`config.mk`:
```
export PLATFORM = sky130hd
export DESIGN_NAME = cp0_timer_intc
export DESIGN_NICKNAME = d
export VERILOG_FILES = /design/src/rtl/cp0_pkg.sv /design/src/rtl/cp0_intr_sync.sv /design/src/rtl/cp0_timer_intc.sv
export SDC_FILE = /design/constraint.sdc
export NUM_CORES = 1
export LEC_CHECK = 0
export ABC_AREA = 1
export BUFFER_PORTS_ARGS = -buffer_cell sky130_fd_sc_hd__buf_4
export CAP_MARGIN = 15
export CELL_PAD_IN_SITES_DETAIL_PLACEMENT = 1
export CELL_PAD_IN_SITES_GLOBAL_PLACEMENT = 1
export CORE_UTILIZATION = 37
export CTS_BUF_LIST = sky130_fd_sc_hd__clkbuf_4
export DETAILED_ROUTE_END_ITERATION = 8
export PLACE_DENSITY_LB_ADDON = 0.1
export SLEW_MARGIN = 10
export SYNTH_ARGS = -nofsm -noshare
export SYNTH_HDL_FRONTEND = slang
export SYNTH_SLANG_ARGS = --single-unit
```
`constraint.sdc`:
```
create_clock -name clk -period 3.1 [get_ports clk]
set_input_delay 0.31 -clock clk [delete_from_list [all_inputs] [get_ports clk]]
set_output_delay 0.31 -clock clk [all_outputs]
set_load 0.005 [all_outputs]
```
`src/rtl/cp0_pkg.sv`:
```
// Shared CP0 timer/interrupt definitions: register map, TIMCTL layout, handshake FSM states.
package cp0_pkg;

    localparam logic [4:0] COUNT        = 5'd9;
    localparam logic [4:0] COMPARE0     = 5'd11;
    localparam logic [4:0] TIMCTL       = 5'd21;
    localparam logic [4:0] COMPARE_BASE = 5'd21;

    localparam int TIMCTL_DC_BIT = 0;
    localparam int TIMCTL_TI_LSB = 8;

    typedef enum logic [1:0] {
        ST_IDLE = 2'd0,
        ST_REQ  = 2'd1,
        ST_WAIT = 2'd2
    } intc_state_e;

    // Compare0 sits at the legacy Count/Compare slot; the extra channels follow TIMCTL.
    function automatic logic [4:0] compare_addr(input int k);
        return (k == 0) ? COMPARE0 : COMPARE_BASE + 5'(k);
    endfunction

    function automatic logic [2:0] highest_set(input logic [7:0] v);
        logic [2:0] idx;
        idx = '0;
        for (int i = 0; i < 8; i++) begin
            if (v[i]) idx = 3'(i);
        end
        return idx;
    endfunction

endpackage

```
`src/rtl/cp0_intr_sync.sv`:
```
// Multi-flop synchronizer bringing the asynchronous hardware interrupt lines into clk.
module cp0_intr_sync #(
    parameter int WIDTH  = 6,
    parameter int STAGES = 2
) (
    input  logic             clk,
    input  logic             rst,
    input  logic [WIDTH-1:0] async_i,
    output logic [WIDTH-1:0] sync_o
);

    logic [STAGES-1:0][WIDTH-1:0] sync_q;

    // NOTE: clocked state uses non-blocking assignments so every flop samples pre-edge values.
    always_ff @(posedge clk or posedge rst) begin
        if (rst) begin
            sync_q <= '0;
        end else begin
            sync_q <= {sync_q[STAGES-2:0], async_i};
        end
    end

    assign sync_o = sync_q[STAGES-1];

endmodule

```
`src/rtl/cp0_timer_intc.sv`:
```
// CP0 Count/Compare timer with interrupt pending vector and request handshake.
// Define CP0_TIMER_PRESCALE_EN to tick Count every second clock instead of every clock.
module cp0_timer_intc
    import cp0_pkg::*;
#(
    parameter int NUM_CMP     = 2,
    parameter int NUM_HW_INTR = 6,
    parameter int SYNC_STAGES = 2
) (
    input  logic                   clk,
    input  logic                   rst,
    input  logic                   we_i,
    input  logic [4:0]             waddr_i,
    input  logic [31:0]            wdata_i,
    input  logic [4:0]             raddr_i,
    output logic [31:0]            rdata_o,
    input  logic [NUM_HW_INTR-1:0] intr_i,
    input  logic [1:0]             sw_pend_i,
    input  logic [7:0]             im_i,
    input  logic                   ie_i,
    input  logic                   exl_i,
    output logic [7:0]             ip_o,
    output logic [NUM_CMP-1:0]     timer_intr_o,
    output logic [31:0]            count_o,
    output logic                   intr_req_o,
    output logic [2:0]             intr_id_o,
    input  logic                   intr_ack_i
);

    logic [31:0]              count_q, count_d;
    logic                     dc_q, dc_d;
    logic [NUM_CMP-1:0][31:0] cmp_q, cmp_d;
    logic [NUM_CMP-1:0]       timer_q, timer_d;
    logic [NUM_HW_INTR-1:0]   hw_sync;
    logic [31:0]              timctl_rd;
    logic                     count_wr;
    logic                     tick;
    intc_state_e              state_q, state_d;
    logic [2:0]               id_q, id_d;
    logic [7:0]               masked;
    logic                     can_take;

    assign count_wr = we_i && (waddr_i == COUNT);

`ifdef CP0_TIMER_PRESCALE_EN
    logic phase_q, phase_d;

    always_comb begin
        phase_d = phase_q;
        if (count_wr) begin
            phase_d = 1'b0;
        end else if (!dc_q) begin
            phase_d = ~phase_q;
        end
    end

    always_ff @(posedge clk or posedge rst) begin
        if (rst) phase_q <= 1'b0;
        else     phase_q <= phase_d;
    end

    assign tick = phase_q;
`else
    assign tick = 1'b1;
`endif

    // NOTE: every variable gets a default at the top of always_comb so no latch is inferred.
    always_comb begin
        count_d = count_q;
        dc_d    = dc_q;
        cmp_d   = cmp_q;
        timer_d = timer_q;
        if (count_wr) begin
            count_d = wdata_i;
        end else if (!dc_q && tick) begin
            count_d = count_q + 32'd1;
        end
        if (we_i && (waddr_i == TIMCTL)) begin
            dc_d = wdata_i[TIMCTL_DC_BIT];
        end
        // A Compare write clears its pending bit even when the match fires in the same cycle.
        for (int k = 0; k < NUM_CMP; k++) begin
            if (we_i && (waddr_i == compare_addr(k))) begin
                cmp_d[k]   = wdata_i;
                timer_d[k] = 1'b0;
            end else if ((count_q == cmp_q[k]) && (cmp_q[k] != 32'd0)) begin
                timer_d[k] = 1'b1;
            end
        end
    end

    // NOTE: the Compare array is only a few flops, so it is reset along with the rest of the state.
    always_ff @(posedge clk or posedge rst) begin
        if (rst) begin
            count_q <= '0;
            dc_q    <= 1'b0;
            cmp_q   <= '0;
            timer_q <= '0;
        end else begin
            count_q <= count_d;
            dc_q    <= dc_d;
            cmp_q   <= cmp_d;
            timer_q <= timer_d;
        end
    end

    cp0_intr_sync #(
        .WIDTH  (NUM_HW_INTR),
        .STAGES (SYNC_STAGES)
    ) u_intr_sync (
        .clk     (clk),
        .rst     (rst),
        .async_i (intr_i),
        .sync_o  (hw_sync)
    );

    always_comb begin
        ip_o      = '0;
        ip_o[1:0] = sw_pend_i;
        for (int i = 0; i < NUM_HW_INTR; i++) begin
            ip_o[2+i] = hw_sync[i];
        end
        ip_o[7] = ip_o[7] | (|timer_q);
    end

    always_comb begin
        timctl_rd                = '0;
        timctl_rd[TIMCTL_DC_BIT] = dc_q;
        for (int k = 0; k < NUM_CMP; k++) begin
            timctl_rd[TIMCTL_TI_LSB+k] = timer_q[k];
        end
    end

    always_comb begin
        rdata_o = '0;
        if (raddr_i == COUNT)  rdata_o = count_q;
        if (raddr_i == TIMCTL) rdata_o = timctl_rd;
        for (int k = 0; k < NUM_CMP; k++) begin
            if (raddr_i == compare_addr(k)) rdata_o = cmp_q[k];
        end
    end

    assign masked   = ip_o & im_i;
    assign can_take = (|masked) && ie_i && !exl_i;

    // An ack that coincides with a withdrawal still completes the handshake.
    always_comb begin
        state_d = state_q;
        id_d    = id_q;
        unique case (state_q)
            ST_IDLE: begin
                if (can_take) begin
                    state_d = ST_REQ;
                    id_d    = highest_set(masked);
                end
            end
            ST_REQ: begin
                if (intr_ack_i)     state_d = ST_WAIT;
                else if (!can_take) state_d = ST_IDLE;
            end
            ST_WAIT: state_d = ST_IDLE;
            default: state_d = ST_IDLE;
        endcase
    end

    always_ff @(posedge clk or posedge rst) begin
        if (rst) begin
            state_q <= ST_IDLE;
            id_q    <= '0;
        end else begin
            state_q <= state_d;
            id_q    <= id_d;
        end
    end

    assign intr_req_o   = (state_q == ST_REQ);
    assign intr_id_o    = id_q;
    assign timer_intr_o = timer_q;
    assign count_o      = count_q;

endmodule

```
* Yosys cells after proc, flatten, opt, wreduce, memory -nomap -nowiden *
Cells that the tools add are included.
W data, S select, Z words.

cells by class
  $add $sub $neg = 1
  equal/unequal tests = 14
  mux-type cells = 21
  bitwise operators = 2
  reduce and logical (&&, ||, !) cells = 18

operators by type and width
  kind                     count
  $mux W32                 6
  $eq A32 B32 Y1           2
  $reduce_bool A32 Y1      2
  $add A32 B1 Y32 const B  1
  $eq A5 B4 Y1 const B     4
  $eq A5 B5 Y1 const B     4
  $mux W3                  6
  $and A8 B8 Y8            1
  $logic_and A1 B1 Y1      8
  $reduce_or A8 Y1         1
  $mux W2                  3
  $mux W1                  5
  $pmux W2 S2              1
  $reduce_and A2 Y1        2
  $reduce_bool A2 Y1       2
  $ne A3 B3 Y1 const B     1
  $eq A2 B1 Y1 const B     1
  $logic_not A2 Y1         1
  $ne A2 B1 Y1 const B     1
  $ne A2 B2 Y1 const B     1
  $reduce_or A2 Y1         1
  $logic_not A1 Y1         1
  $or A1 B1 Y1             1

word-level totals
  flip-flop bits (word level) = 116
  input bits = 64
  output and inout bits = 78
  word-level logic and storage cells = 66

* Longest topological paths before layout *
Gate-level depths: netlist (run 1).

  depth in word-level cells = 10
  mapped depth = 11
  depth with buffers taken out = 11

* By module *
From an unflattened synthesis (run 1), not the netlist that was laid out.

second synthesis, totals
  cell total of the unflattened synthesis = 1019
  area total of the unflattened synthesis = 7235.7 um2

by module, submodules not included
  module          instances  cells an instance  area an instance (um2)  sequential area each (um2)
  cp0_timer_intc  1          1000               6886.6                  2602.5
  cp0_intr_sync   1          19                 349.1                   300.3

* Worst setup path after synthesis (run 1) *
OpenSTA, ideal clock, no wires.

  path type = reg2reg
  start = register count_q[0], in the netlist count_o[0]
  end = register count_q[28], in the netlist count_o[28]
  library setup time = 0.116 ns
  data arrival time = 1.459 ns
  data required time = 2.984 ns
  path slack = 1.525 ns
  cell stages (with the launch flop) = 11
  path buffers = 0
  period minus slack after synthesis = 1.575 ns
  path through = dfrtp_1 > ha_1 > nand3_4 > nor2_4 > nand2_4 > nor2_4 > nand2_2 > o21ai_1 > nand2_1 > nand2_1 > nand2_1

on the way
  longest elaborated chain between the ends = 3

RTL lines
  what                      RTL line               source
  start: declaration        cp0_timer_intc.sv:30   logic [31:0] count_q, count_d;
  start signal: assignment  cp0_timer_intc.sv:100  count_q <= count_d;
  $add A32 B1 Y32           cp0_timer_intc.sv:76   count_d = count_q + 32'd1;
  $mux W32                  cp0_timer_intc.sv:75   end else if (!dc_q && tick) begin
  $mux W32                  cp0_timer_intc.sv:73   if (count_wr) begin

No other way between the ends. The select of a mux whose other input is x is not followed.
A chain may end at the register's enable or synchronous reset.

* Worst setup path after layout (run 1) *
  start = input port raddr_i[2]
  end = output port rdata_o[11]

on the way
  longest elaborated chain between the ends = 5
  elaborated cells between the ends (all ways) = 8
  classes of those cells = eq/ne (4); mux (4)

RTL lines
  what                RTL line               source
  start: declaration  cp0_timer_intc.sv:15   input logic [4:0] raddr_i,
  $eq A5 B4 Y1        cp0_timer_intc.sv:136  if (raddr_i == COUNT) rdata_o = count_q;
  $mux W32            cp0_timer_intc.sv:136
  $mux W32            cp0_timer_intc.sv:137  if (raddr_i == TIMCTL) rdata_o = timctl_rd;
  $mux W32            cp0_timer_intc.sv:139  if (raddr_i == compare_addr(k)) rdata_o = cmp_q[k];
  $mux W32 (*)        cp0_timer_intc.sv:139
  end: declaration    cp0_timer_intc.sv:16   output logic [31:0] rdata_o,

Mark *: on every way between the ends. The rest lies on a longest branch, timed or not.

==> out/results.txt, run 1 <==
status -> completed
Area growth syn-to-layout -> 23.2%
R2R Path End -> count_o[27]
Final nets -> 1,212
critical path, cell by cell -> buf_4 -> inv_1 -> nand2_1 -> nor4_4 -> inv_2 -> o221ai_1 -> buf_4
Data required, critical path -> 2790 ps
Synth Instances -> 1,013
Crit path depth -> 7
CTS max path bufs -> 2
R2R depth -> 7
grt met2 use -> 0.410
Critical-path top delay cell -> inv_2
Cell Pwr Density -> 653 nW/um2
TritonCTS clock tree -> yes
pin count of the biggest net entering global routing -> 117
via count -> 7,239
clock root cell -> clkbuf_4
initial antenna violation count -> 1
overall fraction of global-route tracks in use -> 0.261
yosys warns -> 0
# DRC -> 0
die extent in y -> 142 um
CP arrival -> 1980 ps
crit path buf inv count -> 4
Avg Cell Area, Syn -> 7.13 um2
core area -> 18,900 um2
R2R Setup Slk -> 1100 ps
commonest cells after routing, fill and taps aside -> nand2_1 (342), buf_4 (145), inv_1 (140)
Setup crit start -> raddr_i[2]
H-tree depth -> 4
vias in the first global route -> 7,162
top cell family by delay on the critical path -> buffers and inverters
die area -> 20,100 um2
Post-CTS Setup Bufs -> 0
Routed Antenna Nets -> 0
Top FF cell, synth -> dfrtp_1
routed len/inst -> 17.6 um
Die X -> 142 um
Clock Latency Late Sink -> 560 ps
Initial Util -> 0.382
Syn Nets -> 1,078
DP HPWL -> 18,500 um
crit start category -> input port
Min-Delay Path Class -> input port to flop
Worst path most repeated cell -> buf_4
Async SR Flop Fraction -> 1.00
Crit path largest cell delay -> 460 ps
most common cell after layout, fill and taps aside -> nand2_1
met3 GRT Util -> 0.0371
Worst-path clk slew -> 110 ps
CP Max Fanout -> 28
VDD IR max -> 0.249 mV
layout cells sized above 1 -> 0.180
RSZ-0062 raised after global routing -> no
Rows -> 50
register area share after synthesis -> 0.402
Max Fclk -> 436 MHz
GPL Wtd Cong -> 0.798
Pleak -> 4.37 nW
fin worst setup slack -> 806 ps
Post-Syn Area -> 7230 um2
Slew headroom -> 0.387
Slew Viols, Final -> 0
clk sinks -> 116
worst slew pin tran -> 917 ps
Clock Skew -> 12.5 ps
PortBufs -> 141
Most Crowded Layer GR -> met2
Tcrit/Tclk final -> 0.740
Synth Register Bits -> 116
max-cap viol count -> 0
GR Overflow Total -> 0
global-route wire length before repair -> 39,900 um
1st-iter DRT viols -> 348
CP Class -> input port to primary output
fin crit period -> 2290 ps
crit path capture type -> primary output
Post-Place Worst Slack -> 822 ps
Total Neg Setup Slack -> 0 ps
CP endpoint -> rdata_o[11]
M1 GR Usage -> 0.376
unique cell type count in the Yosys netlist -> 38
Finish-stage setup viols -> 0
DR vias/cell -> 5.09
Critical R2R Launch -> count_o[14]
IO Pins -> 142
TritonRoute pass-1 iters -> 4
EDFF count, synth -> 0
final number of hold-violating endpoints -> 0
TritonCTS Buffers -> 17
drt total wl -> 25,000 um
Total Power Consumption -> 5.81 mW
area by class of cell:
cell class | instances | area (um2)
inverter | 147 | 556
clock inverter | 12 | 161
multi-input combinational | 705 | 3540
clock buffer | 20 | 150
tap | 260 | 325
timing repair buffer | 160 | 1270
fill | 2477 | 9990
sequential | 116 | 2900
antenna | 1 | 2.50
how the worst min path moves through the flow:
stage / slack (ps) / startpoint / depth (start not counted) / end
floorplan: 330 / u_intr_sync.sync_q[0] / 0 / u_intr_sync.sync_o[0]
global placement: 330 / u_intr_sync.sync_q[4] / 0 / u_intr_sync.sync_o[4]
detailed placement: 340 / u_intr_sync.sync_q[5] / 0 / u_intr_sync.sync_o[5]
CTS: 2 / wdata_i[3] / 3 / count_o[3]
global route: 20 / wdata_i[5] / 3 / count_o[5]
finish: 30 / wdata_i[3] / 3 / count_o[3]
power by group:
part           switching [mW]  internal (mW)
registers               0.612           1.84
logic                    1.18          0.914
clock network           0.611          0.654
through the flow:
step | std cells | utilization | hold WS, ps | area, um2
final | 1421 | 0.471 | 29.7 | 8900
after global routing | 1421 | 0.471 | 15.0 | 8900
after CTS | 1420 | 0.471 | 1.89 | 8900
after detailed placement | 1376 | 0.448 | 336 | 8470
after global placement | 1376 | 0.448 | 331 | 8470
after floorplan | 1013 | - | 331 | 7230
cells in the mapped netlist (14+ instances only):
| cell | instances | area, um2 |
|---|---|---|
| o21ai_0 | 77 | 385 |
| nand3_1 | 23 | 115 |
| xor2_1 | 17 | 149 |
| nor2_1 | 71 | 267 |
| dfrtp_1 | 116 | 2900 |
| inv_1 | 141 | 529 |
| nand2_1 | 343 | 1290 |
| xnor2_1 | 33 | 289 |
| o221ai_1 | 37 | 324 |
| a21oi_1 | 16 | 80.1 |
| clkbuf_1 | 21 | 78.8 |
| nor3_1 | 22 | 110 |
| o22ai_1 | 14 | 87.6 |
worst register-to-register path: cells and delay by family (launching register included):
kind | cells | cell delay [ps]
AND/OR/NAND/NOR | 7 | 1280
flip-flops | 1 | 620
cell families (layout without fill, tap and decap cells):
group | count (synthesis) | after routing | share of synthesized area
flops | 116 | 116 | 0.402
simple gates | 497 | 497 | 0.292
compound gates | 157 | 157 | 0.135
fa+ha+maj | 1 | 1 | 0.00173
other cells | 0 | 1 | 0
buf+inv | 192 | 339 | 0.109
xor+xnor | 50 | 50 | 0.0606
flip-flops by register name, indices dropped and copies added, names as in the netlist:
name,flops
cmp_q,64
count_o,32
dc_q,1
intr_id_o,3
state_q,2
timer_intr_o,2
u_intr_sync.sync_o,6
u_intr_sync.sync_q,6
metal layers:
metal,wire (um),share of wire,vias up
li1,-,-,3500
met1,12300,0.49,3538
met2,11300,0.45,179
met3,1100,0.044,22
met4,310,0.012,0
met5,0,0,-
repair_timing:
item,CTS,global route
endpoints found under the setup margin,0,0
gates resized for setup,0,0
endpoints found under the hold margin,129,0
hold buffers,12,0
Note: power is estimated with default switching activity, not from simulation.
==> inputs of run 2 (changes only) <==
--- a/config.mk
+++ b/config.mk
@@ -10,7 +10,7 @@
 export CAP_MARGIN = 15
 export CELL_PAD_IN_SITES_DETAIL_PLACEMENT = 1
 export CELL_PAD_IN_SITES_GLOBAL_PLACEMENT = 1
-export CORE_UTILIZATION = 37
+export CORE_UTILIZATION = 41
 export CTS_BUF_LIST = sky130_fd_sc_hd__clkbuf_4
 export DETAILED_ROUTE_END_ITERATION = 8
 export PLACE_DENSITY_LB_ADDON = 0.1
==> constraint.sdc (replaced) <==
create_clock -name clk -period 2.29 [get_ports clk]
set_input_delay 0.229 -clock clk [delete_from_list [all_inputs] [get_ports clk]]
set_output_delay 0.229 -clock clk [all_outputs]
set_load 0.005 [all_outputs]
==> run 2 against run 1 <==
Compared with the run above:
- highest routed layer unchanged
- count of clock-buffer cells in the layout is 2 higher
- first-iteration DRC count is 38% higher
- worst setup slack lost 490 ps
- clock skew up 10 ps
- critical path depth shrank 2
- die area decreased by 9.6%
==> out/results.txt, run 2 (same netlist as run 1, synthesis figures left out) <==
status -> completed (unchanged)
register area -> 2900 um2 (unchanged)
CP Class -> flop to primary output (was input port to primary output)
Slew headroom -> 0.538 (was 0.387)
core area -> 17,200 um2 (was 18,900 um2)
Cell Pwr Density -> 866 nW/um2 (was 653 nW/um2)
Routed Antenna Nets -> 0 (unchanged)
via count -> 7,477 (was 7,239)
Most flops, register -> cmp_q (unchanged)
Total Neg Setup Slack -> 0 ps (unchanged)
Data required, critical path -> 2060 ps (was 2790 ps)
layout cells sized above 1 -> 0.187 (was 0.180)
H-tree depth -> 4 (unchanged)
Critical-path top delay cell -> dfrtp_1 (was inv_2)
Slew Viols, Final -> 0 (unchanged)
most common cell after layout, fill and taps aside -> nand2_1 (unchanged)
max reg flops -> 64 (unchanged)
Clock Skew -> 22.7 ps (was 12.5 ps)
CTS max path bufs -> 2 (unchanged)
die extent in y -> 135 um (was 142 um)
crit start category -> flop (was input port)
fin worst setup slack -> 311 ps (was 806 ps)
Worst-path clk slew -> 100 ps (was 110 ps)
Post-CTS Setup Bufs -> 0 (unchanged)
final number of hold-violating endpoints -> 0 (unchanged)
RSZ-0062 raised after global routing -> no (unchanged)
Pleak -> 4.57 nW (was 4.37 nW)
DP HPWL -> 18,600 um (was 18,500 um)
initial antenna violation count -> 1 (unchanged)
GPL Wtd Cong -> 0.840 (was 0.798)
TritonRoute pass-1 iters -> 7 (was 4)
PortBufs -> 141 (unchanged)
drt total wl -> 25,400 um (was 25,000 um)
Min-Delay Path Class -> input port to flop (unchanged)
VDD IR max -> 0.445 mV (was 0.249 mV)
# DRC -> 0 (unchanged)
clk sinks -> 116 (unchanged)
CP arrival -> 1750 ps (was 1980 ps)
Clock Latency Late Sink -> 570 ps (was 560 ps)
Tcrit/Tclk final -> 0.864
Multi-input gate area -> 3540 um2 (unchanged)
Final Util -> 0.538 (was 0.471)
GR Overflow Total -> 0 (unchanged)
commonest cells after routing, fill and taps aside -> nand2_1 (342), buf_4 (157), inv_1 (139) (was nand2_1 (342), buf_4 (145), inv_1 (140))
Rows -> 48 (was 50)
fin crit period -> 1980 ps
Final nets -> 1,254 (was 1,212)
CP Max Fanout -> 8 (was 28)
pin count of the biggest net entering global routing -> 66 (was 117)
Max Fclk -> 505 MHz
TritonCTS clock tree -> yes (unchanged)
overall fraction of global-route tracks in use -> 0.294 (was 0.261)
worst slew pin tran -> 691 ps (was 917 ps)
Finish-stage setup viols -> 0 (unchanged)
IO Pins -> 142 (unchanged)
TritonCTS Buffers -> 17 (unchanged)
Crit path largest cell delay -> 500 ps (was 460 ps)
1st-iter DRT viols -> 481 (was 348)
Area growth syn-to-layout -> 28.3% (was 23.2%)
vias in the first global route -> 7,503 (was 7,162)
critical path, cell by cell -> inv_2 -> nor2_1 -> a21oi_1 -> o221ai_1 -> buf_4 (was buf_4 -> inv_1 -> nand2_1 -> nor4_4 -> inv_2 -> o221ai_1 -> buf_4)
Fillers -> 2,192 (was 2,477)
global-route wire length before repair -> 40,500 um (was 39,900 um)
routed len/inst -> 17.8 um (was 17.6 um)
DR vias/cell -> 5.24 (was 5.09)
Post-Place Worst Slack -> 425 ps (was 822 ps)
clock root cell -> clkbuf_4 (unchanged)
crit path capture type -> primary output (unchanged)
die area -> 18,200 um2 (was 20,100 um2)
Total Power Consumption -> 8.02 mW (was 5.81 mW)
Die X -> 135 um (was 142 um)
Initial Util -> 0.419 (was 0.382)
max-cap viol count -> 0 (unchanged)
run 2: through the flow:
| stage | instance area, um2 | cells | hold WS [ps] |
|---|---|---|---|
| 6_report | 9270 | 1428 | 54.1 |
| 5_1_grt | 9270 | 1428 | 50.6 |
| 4_1_cts | 9270 | 1427 | 15.7 |
| 3_5_place_dp | 8530 | 1354 | 336 |
| 3_3_place_gp | 8530 | 1354 | 332 |
| 2_1_floorplan | 7230 | 1013 | 260 |
run 2: path summary, 6_finish.rpt:
kind                                  startpoint               endpoint  slack, ps  cells after the start
hold reg to reg            u_intr_sync.sync_q[1]  u_intr_sync.sync_o[1]        360                      0
hold / removal                              we_i                   dc_q         50                      3
setup reg to reg                      count_o[0]            count_o[18]        410                      7
setup / recovery                            dc_q             rdata_o[0]        310                      5
max in group asynchronous                    rst               cmp_q[6]       1610                      4
min in group asynchronous                    rst              cmp_q[52]        330                      4
run 2: critical path: cells and delay by family (launching register included):
kind	cells	cell delay [ps]
flip-flops	1	500
AO/OA/AOI/OAI	2	290
AND/OR/NAND/NOR	1	70
buffers and inverters	2	340
run 2: timing repair:
item,CTS,global route
endpoints found under the hold margin,198,0
endpoints found under the setup margin,0,1
hold buffers,41,0
gates resized for setup,0,1
run 2: cell type report:
cell class / count / share of cell area
multi-input combinational: 705 / 0.382
clock buffer: 22 / 0.0178
tap: 225 / 0.0304
inverter: 147 / 0.0599
sequential: 116 / 0.313
clock inverter: 10 / 0.0167
antenna: 1 / 0.000270
timing repair buffer: 202 / 0.180
run 2: power by group:
group | internal, mW | switching [mW]
clock | 0.922 | 0.863
combinational | 1.31 | 1.68
sequential | 2.50 | 0.750
total | 4.73 | 3.29
run 2: layer usage:
metal / vias to the layer above / track usage / routed length, um
met1: 3662 / 0.405 / 11700
met4: 0 / 0.110 / 609
met5: - / 0 / 0
met3: 42 / 0.0413 / 1200
met2: 205 / 0.468 / 11900
li1: 3568 / - / -
==> inputs of run 3 (changes only) <==
--- a/config.mk
+++ b/config.mk
@@ -5,13 +5,13 @@
 export SDC_FILE = /design/constraint.sdc
 export NUM_CORES = 1
 export LEC_CHECK = 0
-export ABC_AREA = 1
 export BUFFER_PORTS_ARGS = -buffer_cell sky130_fd_sc_hd__buf_4
 export CAP_MARGIN = 15
 export CELL_PAD_IN_SITES_DETAIL_PLACEMENT = 1
 export CELL_PAD_IN_SITES_GLOBAL_PLACEMENT = 1
-export CORE_UTILIZATION = 41
+export CORE_UTILIZATION = 44
 export CTS_BUF_LIST = sky130_fd_sc_hd__clkbuf_4
+export CTS_CLUSTER_SIZE = 12
 export DETAILED_ROUTE_END_ITERATION = 8
 export PLACE_DENSITY_LB_ADDON = 0.1
 export SLEW_MARGIN = 10
==> run 3 against run 2 <==
Compared with the run above:
- the run now ends with design-rule violations left
- clock skew down 3.3 ps
- clock power is 19% lower
- synthesized cell count shrank 35%
- global-route usage shrank 0.40 points
- worst setup slack worse by 160 ps
- wire length shrank 15%
- non-clock buffer count is 9 higher
- die area down 14%
- critical endpoint is now count_o[20]
==> out/results.txt, run 3 <==
Max Fclk -> 468 MHz (was 505 MHz)
Avg Cell Area, Syn -> 10.1 um2 (was 7.13 um2)
RSZ-0062 raised after global routing -> no (unchanged)
metal3 WL -> 1100 um (was 1200 um)
Rows -> 44 (was 48)
most common cell after layout, fill and taps aside -> buf_4 (was nand2_1)
Clock Latency Late Sink -> 550 ps (was 570 ps)
most frequent cell after synthesis -> dfrtp_1 (was nand2_1)
die extent in y -> 125 um (was 135 um)
TritonCTS Buffers -> 17 (unchanged)
max reg flops -> 64 (unchanged)
Top FF cell, synth -> dfrtp_1 (unchanged)
Slew headroom -> 0.576 (was 0.538)
post-synthesis mux area share -> 0.162 (was 0)
Ant. Diodes -> 0 (was 1)
# DRC -> 25 (was 0)
crit start category -> flop (unchanged)
synth cell count leaders -> dfrtp_1 (116), mux2_2 (69), xnor2_1 (61) (was nand2_1 (343), inv_1 (141), dfrtp_1 (116))
cell taking the most area after synthesis -> dfrtp_1 (unchanged)
Area growth syn-to-layout -> 28.8% (was 28.3%)
Critical R2R Launch -> dc_q (was count_o[0])
DR vias/cell -> 5.74 (was 5.24)
crit path capture type -> flop (was primary output)
largest cells by area after synthesis -> dfrtp_1 (44%), mux2_2 (12%), xnor2_1 (8.0%) (was dfrtp_1 (40%), nand2_1 (18%), inv_1 (7.3%))
Clock Skew -> 19.5 ps (was 22.7 ps)
Post-CTS Setup Bufs -> 0 (unchanged)
1st-iter DRT viols -> 333 (was 481)
clock root cell -> clkbuf_4 (unchanged)
Tcrit/Tclk final -> 0.932 (was 0.864)
fin crit period -> 2130 ps (was 1980 ps)
Critical-path top delay cell -> or4_1 (was dfrtp_1)
Data required, critical path -> 2720 ps (was 2060 ps)
GR Overflow Total -> 0 (unchanged)
Synth Area in Compound Gates -> 0.0634 (was 0.135)
unique cell type count in the Yosys netlist -> 44 (was 38)
DP HPWL -> 15,400 um (was 18,600 um)
PortBufs -> 141 (unchanged)
IO Pins -> 142 (unchanged)
max-cap viol count -> 0 (unchanged)
top layer in use -> met4 (unchanged)
via count -> 5,866 (was 7,477)
final instance area -> 8570 um2 (was 9270 um2)
TritonRoute pass-1 iters -> 6 (was 7)
CP Max Fanout -> 8 (unchanged)
register area -> 2900 um2 (unchanged)
xor and xnor area share after synthesis -> 0.125 (was 0.0606)
Worst-path clk slew -> 100 ps (about the same)
Synth Instances -> 657 (was 1,013)
die area -> 15,600 um2 (was 18,200 um2)
R2R Setup Slk -> 160 ps (was 410 ps)
Total Power Consumption -> 7.24 mW (was 8.02 mW)
Min-Delay Path Class -> input port to flop (unchanged)
routed len/inst -> 21.1 um (was 17.8 um)
Hold Path Origin -> im_i[5] (was we_i)
TritonCTS clock tree -> yes (unchanged)
Post-Syn Area -> 6650 um2 (was 7230 um2)
GPL Wtd Cong -> 0.820 (was 0.840)
Cell Pwr Density -> 845 nW/um2 (was 866 nW/um2)
CP Class -> flop to flop (was flop to primary output)
Finish-stage setup viols -> 0 (unchanged)
pin count of the biggest net entering global routing -> 117 (was 66)
Synth Register Bits -> 116 (unchanged)
clk sinks -> 116 (unchanged)
VDD IR max -> 0.283 mV (was 0.445 mV)
vias in the first global route -> 6,191 (was 7,503)
top cell family by delay on the critical path -> simple AND/OR/NAND/NOR gates (was flip-flops)
hold path endpoint -> intr_id_o[2] (was dc_q)
DRT met1 WL -> 9830 um (was 11,700 um)
layout cells sized above 1 -> 0.337 (was 0.187)
Slew Viols, Final -> 0 (unchanged)
hold depth -> 4 (was 3)
crit path buf inv count -> 0 (was 2)
met2 wire len -> 10,200 um (was 11,900 um)
core area -> 14,600 um2 (was 17,200 um2)
Yosys top cell area share -> 0.436 (was 0.402)
Final nets -> 890 (was 1,254)
Die X -> 125 um (was 135 um)
R2R Path End -> count_o[20] (was count_o[18])
R2R depth -> 5 (was 7)
EDFF count, synth -> 0 (unchanged)
hold slack -> 56.3 ps (was 54.1 ps)
CP arrival -> 2570 ps (was 1750 ps)
Syn Nets -> 722 (was 1,078)
post-CTS sizing -> 0 (unchanged)
final number of hold-violating endpoints -> 0 (unchanged)
worst slew pin tran -> 636 ps (was 691 ps)
overall fraction of global-route tracks in use -> 0.290 (was 0.294)
Most flops, register -> cmp_q (unchanged)
Fillers -> 1,618 (was 2,192)
status -> complete, but fails checks (was completed)
Pleak -> 3.74 nW (was 4.57 nW)
initial antenna violation count -> 0 (was 1)
Simple-Gate Fraction of Synth Area -> 0.159 (was 0.292)
Multi-input gate area -> 3420 um2 (was 3540 um2)
yosys warns -> 0 (unchanged)
cts hold-fix bufs -> 41 (unchanged)
Crit path largest cell delay -> 690 ps (was 500 ps)
Routed Antenna Nets -> 0 (unchanged)
commonest cells after routing, fill and taps aside -> buf_4 (166), dfrtp_1 (116), mux2_2 (69) (was nand2_1 (342), buf_4 (157), inv_1 (139))
register area share after synthesis -> 0.436 (was 0.402)
CTS max path bufs -> 2 (unchanged)
H-tree depth -> 4 (unchanged)
Initial Util -> 0.454 (was 0.419)
global-route wire length before repair -> 34,800 um (was 40,500 um)
fin worst setup slack -> 155 ps (was 311 ps)
failing checks -> design-rule violations
critical path, cell by cell -> nand4b_1 -> or4_1 -> nor3_2 -> xor2_1 -> mux2_2 (was inv_2 -> nor2_1 -> a21oi_1 -> o221ai_1 -> buf_4)
Total Neg Setup Slack -> 0 ps (unchanged)
Async SR Flop Fraction -> 1.00 (unchanged)
drt total wl -> 21,600 um (was 25,400 um)
Post-Place Worst Slack -> 163 ps (was 425 ps)
adder-cell share of the synthesized area -> 0.00188 (was 0.00173)
largest family of logic cells by synthesized area -> multiplexers (was simple AND/OR/NAND/NOR gates)
placed cell area -> 7890 um2 (was 8530 um2)
-- run 3: worst max-delay path by stage --
stage / slack, ps / cells past startpoint / start / end
floorplan: 420 / 7 / count_o[0] / count_o[20]
global placement: 180 / 5 / dc_q / count_o[20]
detailed placement: 160 / 5 / dc_q / count_o[20]
CTS: 140 / 5 / dc_q / count_o[20]
global route: 20 / 5 / timer_intr_o[0] / state_q[0]
finish: 160 / 5 / dc_q / count_o[20]
-- run 3: cells by family (layout without fill, tap and decap cells) --
| logic type | count (synthesis) | in the layout |
|---|---|---|
| simple gates | 200 | 200 |
| buf+inv | 66 | 247 |
| fa+ha+maj | 1 | 1 |
| compound gates | 80 | 80 |
| xor+xnor | 95 | 95 |
| flops | 116 | 116 |
| mux | 99 | 99 |
-- run 3: metrics by stage --
stage | std cells | util
3_3_place_gp | 949 | 0.539
2_1_floorplan | 657 | -
6_report | 1022 | 0.585
5_1_grt | 1022 | 0.585
3_5_place_dp | 949 | 0.539
4_1_cts | 1022 | 0.585
-- run 3: final cells by class --
type                       instances  area share
timing repair buffer             211       0.203
clock inverter                    12      0.0133
sequential                       116       0.339
clock buffer                      20      0.0175
inverter                           4     0.00219
multi-input combinational        475       0.399
tap                              184      0.0269
-- run 3: power by group --
| part | switching (mW) | internal, mW | total, mW |
|---|---|---|---|
| clock | 0.785 | 0.665 | 1.45 |
| sequential | 0.628 | 2.48 | 3.11 |
| combinational | 1.28 | 1.41 | 2.68 |
-- run 3: layer usage --
layer / GRT usage / vias up
met3: 0.0501 / 34
met5: 0 / -
met1: 0.399 / 3006
met2: 0.464 / 198
met4: 0.0954 / 0
li1: - / 2628
-- run 3: tightest hold or removal path: cells and delay by family --
kind / cells / cell delay, ps
multiplexers: 1 / 130
buffers and inverters: 1 / 80
AND/OR/NAND/NOR: 2 / 140
